## config.mk

```make
export PLATFORM = sky130hd
export DESIGN_NAME = sdram_read_cache
export DESIGN_NICKNAME = d
export VERILOG_FILES = /design/src/rtl/sdram_read_cache.sv
export SDC_FILE = /design/constraint.sdc
export NUM_CORES = 1
export LEC_CHECK = 0
export ABC_AREA = 1
export CAP_MARGIN = 25
export CORE_ASPECT_RATIO = 1.1
export CORE_MARGIN = 1.5
export CORE_UTILIZATION = 45
export DETAILED_ROUTE_END_ITERATION = 12
export PLACE_DENSITY = 0.62
export SLEW_MARGIN = 30
export SYNTH_ARGS = -nofsm -noshare
export SYNTH_HDL_FRONTEND = slang
export SYNTH_SLANG_ARGS = --single-unit
```

## constraint.sdc

```tcl
create_clock -name clk -period 4.4 [get_ports clk]
set_input_delay 0.88 -clock clk [delete_from_list [all_inputs] [get_ports clk]]
set_output_delay 0.88 -clock clk [all_outputs]
set_load 0.02 [all_outputs]
```

## src/rtl/sdram_read_cache.sv

```systemverilog
// Direct-mapped write-through read cache in front of the SDRAM controller.
// One 16-bit word per line; misses and all writes go to SDRAM rebased to zero.
module sdram_read_cache #(
    parameter int          IDX_BITS = 4,
    parameter logic [15:0] BASE     = 16'h4c00
) (
    input  logic        clk,
    input  logic        rst,
    input  logic        flush,
    input  logic [15:0] cpu_addr,
    input  logic [15:0] cpu_wdata,
    input  logic        cpu_read,
    input  logic        cpu_write,
    output logic [15:0] cpu_rdata,
    output logic        cpu_busy,
    output logic        cpu_ready,
    output logic [23:0] mem_addr,
    output logic [15:0] mem_wdata,
    input  logic [15:0] mem_rdata,
    output logic        mem_read,
    output logic        mem_write,
    input  logic        mem_busy,
    input  logic        mem_ready
);

    localparam int LINES = 1 << IDX_BITS;
    localparam int TW    = 16 - IDX_BITS;

    typedef enum logic [1:0] {
        IDLE,
        MREQ,
        MWAIT,
        DONE
    } state_t;

    state_t                state;
    logic [LINES-1:0]      valid;
    logic [TW-1:0]         tags [LINES];
    logic [15:0]           data [LINES];
    logic                  flush_pend;
    logic                  op_wr;
    logic [IDX_BITS-1:0]   req_idx;
    logic [TW-1:0]         req_tag;

    logic [IDX_BITS-1:0]   idx;
    logic [TW-1:0]         tag;
    logic                  hit;
    logic [15:0]           off;

    assign idx = cpu_addr[IDX_BITS-1:0];
    assign tag = cpu_addr[15:IDX_BITS];
    assign hit = valid[idx] && (tags[idx] == tag);
    assign off = cpu_addr - BASE;

    always_ff @(posedge clk) begin
        if (rst) begin
            state      <= IDLE;
            valid      <= '0;
            flush_pend <= 1'b0;
            op_wr      <= 1'b0;
            req_idx    <= '0;
            req_tag    <= '0;
            cpu_rdata  <= '0;
            cpu_busy   <= 1'b0;
            cpu_ready  <= 1'b0;
            mem_addr   <= '0;
            mem_wdata  <= '0;
            mem_read   <= 1'b0;
            mem_write  <= 1'b0;
        end else begin
            // A flush seen mid-transaction is deferred until we are back in IDLE.
            if (flush && state != IDLE)
                flush_pend <= 1'b1;

            case (state)
                IDLE: begin
                    if (flush || flush_pend) begin
                        valid      <= '0;
                        flush_pend <= 1'b0;
                    end else if (cpu_write) begin
                        op_wr     <= 1'b1;
                        req_idx   <= idx;
                        req_tag   <= tag;
                        mem_addr  <= {8'b0, off};
                        mem_wdata <= cpu_wdata;
                        if (hit)
                            data[idx] <= cpu_wdata;
                        mem_write <= 1'b1;
                        cpu_busy  <= 1'b1;
                        state     <= MREQ;
                    end else if (cpu_read) begin
                        op_wr     <= 1'b0;
                        req_idx   <= idx;
                        req_tag   <= tag;
                        mem_addr  <= {8'b0, off};
                        mem_wdata <= cpu_wdata;
                        if (hit) begin
                            cpu_rdata <= data[idx];
                            cpu_ready <= 1'b1;
                            state     <= DONE;
                        end else begin
                            mem_read <= 1'b1;
                            cpu_busy <= 1'b1;
                            state    <= MREQ;
                        end
                    end
                end

                MREQ, MWAIT: begin
                    if (mem_ready) begin
                        if (!op_wr) begin
                            cpu_rdata      <= mem_rdata;
                            data[req_idx]  <= mem_rdata;
                            tags[req_idx]  <= req_tag;
                            valid[req_idx] <= 1'b1;
                        end
                        mem_read  <= 1'b0;
                        mem_write <= 1'b0;
                        cpu_busy  <= 1'b0;
                        cpu_ready <= 1'b1;
                        state     <= DONE;
                    end else if (state == MREQ && mem_busy) begin
                        mem_read  <= 1'b0;
                        mem_write <= 1'b0;
                        state     <= MWAIT;
                    end
                end

                DONE: begin
                    // Four-phase: wait for the CPU to drop its request.
                    if (!cpu_read && !cpu_write) begin
                        cpu_ready <= 1'b0;
                        state     <= IDLE;
                    end
                end

                default: state <= IDLE;
            endcase
        end
    end

endmodule

```

==> results.toml <==
[global_routing]
grt-busiest-layer = "met2"
grt_max_degree = 121
antenna_found_initial = 0
grt_pass1_vias = 15500
use_met1_pct = 30.8
grt_use_total_pct = 24.2
grt.overflow.total = 0
use_met2_pct = 42.5
grt_pass1_wl_mm = 93.5
grt_use_met3_pct = 4.22

[timing]
final.period_utilization_pct = 79.3
fin_crit_ns = 3.49
hold_slack_ns = 0.458
finalHoldViolations = 0
tns_ns = 0
slew_headroom_pct = 47.2
rsz0062_at_grt = "no"
skew_ns = 0.0253
finalSetupViolCount = 0
drv_slew = 0
layout_setup_ws_ns = 0.913
worst_pin_slew_ns = 0.792
fmax_mhz = 287

[pwr]
power_density_nw_per_um2 = 491
peakVddDrop_mv = 0.361
total_power_mw = 12.6
power.leakage_nw = 9.44

[clock_tree]
cts_setup_buffers = 0
clk_pin_slew_worst_paths_ns = 0.06
ctsHoldBuffers = 0
cts_tree = "built"
numCtsBuffers = 53
cts_root_buf = "clkbuf_16"
cts-htree-levels = 2
ctsResizeCount = 0
cts.sinks = 526
cts.path.max_buffers = 3
clk_latency_ns = 0.62

[route]
drc = 0
vias = 15600
wl_mm = 61.0
vias_per_cell = 5.51
drt-pass1-iter-count = 5
drt_iter0_markers = 1493
final_antenna_net_count = 0
wl_per_cell_um = 21.5

[logic_synthesis]
syn_inst = 2047
synth-seq-cells = 526
yosysSeqAreaShare_pct = 68.0
synth_area_um2 = 22100
ys_warn_count = 0
syn_area_per_cell_um2 = 10.8
ys_types = 33

[min_path]
min_path_type = "reg2reg"
hp-start = "valid[5]"
holdPathStages = 2
hold-path-endpoint = "valid[5]"

[final_layout]
fin_util_pct = 53.4
diodes = 0
nNetsFinal = 2207
area_delta_synth_final_pct = 16.4
drive_gt1_share_pct = 9.63

[die]
boundaryPins = 115
dieWidth_um = 214
die_h_um = 235
core-area_um2 = 48100
rows = 84
die_area_um2 = 50400
start_util_pct = 45.9

[setup_path]
end_kind = "flop"
reg2reg_slack_ns = 0.98
cp-start-kind = "input port"
reg2reg_depth = 9
cp.required_ns = 4.68
worstSetupPathType = "in2reg"
path_max_fanout = 29
arrival_ns = 3.76
r2r_end = "data[6][3]"
reg2reg_from = "state[0]"

[job]
drv_cap = 0

[run_status]
status = "completed"

[place]
dp_hpwl_mm = 37.0
gp_congestion = 0.870
place_ws_ns = 0.338
io_buffers = 106
-- cell usage after synthesis --
| cell | number | area share (%) |
|---|---|---|
| a211oi_2 | 1 | 0.057 |
| a21oi_1 | 55 | 1.2 |
| a31oi_1 | 14 | 0.40 |
| buf_1 | 7 | 0.12 |
| buf_2 | 30 | 0.68 |
| buf_4 | 23 | 0.78 |
| buf_6 | 8 | 0.41 |
| clkbuf_1 | 73 | 1.2 |
| clkinv_1 | 1 | 0.017 |
| conb_1 | 1 | 0.017 |
| dfxtp_1 | 78 | 7.1 |
| edfxtp_1 | 448 | 61 |
| ha_1 | 4 | 0.23 |
| inv_1 | 148 | 2.5 |
| inv_2 | 1 | 0.017 |
| inv_4 | 1 | 0.028 |
| mux2_2 | 16 | 0.82 |
| mux2i_1 | 3 | 0.14 |
| nand2_1 | 345 | 5.9 |
| nand2_2 | 2 | 0.057 |
| nand3_1 | 172 | 3.9 |
| nand4_1 | 9 | 0.26 |
| nor2_1 | 302 | 5.1 |
| nor3_1 | 22 | 0.50 |
| o211ai_1 | 11 | 0.37 |
| o21ai_0 | 188 | 4.3 |
| o21ai_1 | 14 | 0.32 |
| o221ai_1 | 52 | 2.1 |
| o22ai_1 | 12 | 0.34 |
| o31ai_1 | 1 | 0.034 |
| or2_0 | 1 | 0.028 |
| or2_2 | 2 | 0.057 |
| xor2_1 | 2 | 0.079 |
-- power by group --
| part | switching [mW] | internal, mW |
|---|---|---|
| clock | 1.90 | 2.53 |
| combinational | 1.46 | 0.680 |
| sequential | 0.217 | 5.83 |
| total | 3.57 | 9.04 |
-- metal layers --
layer / up-vias / wire, um
li1: 7297 / -
met1: 7681 / 24500
met3: 69 / 4230
met2: 584 / 31000
met4: 0 / 1220
met5: - / 0
-- area by class of cell --
class	instances	area, um2
Multi-Input combinational cell	1236	5940
Tap cell	645	807
Clock inverter	14	149
Sequential cell	526	15000
Clock buffer	84	1540
Fill cell	4258	22400
Timing Repair Buffer	180	1670
Inverter	151	573
-- worst max-delay path, cell delays in order --
cell and delay (ns):
clkdlybuf4s50_1 0.49, buf_4 0.47, nand3_1 0.26, nand3_1 0.16
nand2_1 0.06, nor2_1 0.10, nand2_1 0.06, nor2_1 0.09
nand2_1 0.12, o21ai_1 0.35, nand2_1 0.25, nor2_2 0.14
buf_4 0.30
-- how the worst max path moves through the flow --
stage | start | to | slack (ns) | depth (start not counted)
floorplan | cpu_addr[0] | data[0][0] | 0.93 | 14
global placement | cpu_addr[3] | data[12][6] | 0.36 | 13
detailed placement | cpu_addr[3] | data[14][0] | 0.34 | 13
CTS | cpu_addr[3] | data[14][4] | 0.97 | 13
global route | cpu_addr[0] | data[15][4] | 0.74 | 17
finish | cpu_addr[3] | data[15][3] | 0.91 | 13
-- cells in the final DEF, fill, tap and decap left out, types with 3 or more instances in the layout --
cell             count
edfxtp_1           448
nand2_1            345
nor2_1             285
o21ai_0            188
nand3_1            172
inv_1              146
clkdlybuf4s50_1    103
dfxtp_1             78
buf_4               70
a21oi_1             55
clkbuf_16           54
o221ai_1            52
clkbuf_1            22
mux2_2              16
nor3_2              16
nor2_2              16
a31oi_1             14
o21ai_1             13
o22ai_1             12
o211ai_1            11
nand4_1              9
conb_1               8
clkbuf_8             8
clkinv_2             7
nor3_1               6
buf_12               5
ha_1                 4
inv_2                3
mux2i_1              3
-- cells by family (layout without fill, tap and decap cells) --
kind of cell    Yosys count  in the layout  synth area share, %
xor+xnor                  2              2               0.0794
fa+ha+maj                 4              4                0.227
buf+inv                 292            429                 5.81
simple gates            855            855                 15.8
mux                      19             19                0.952
compound gates          348            348                 9.09
flops                   526            526                 68.0
other cells               1              8               0.0170
-- metrics by stage --
stage / instances / cell area (um2)
2_1_floorplan: 2054 / 22100
3_3_place_gp: 2738 / 24000
6_report: 2836 / 25700
3_5_place_dp: 2738 / 24000
5_1_grt: 2836 / 25700
4_1_cts: 2836 / 25700
-- registers in the layout, summed over array words and instances, names as in the netlist, 2 cells and up --
name,count
mem_wdata,16
valid,16
data,256
mem_addr,7
req_idx,3
req_tag,12
tags,192
cpu_rdata,16
state,2
Note: power is estimated with default switching activity, not from simulation.
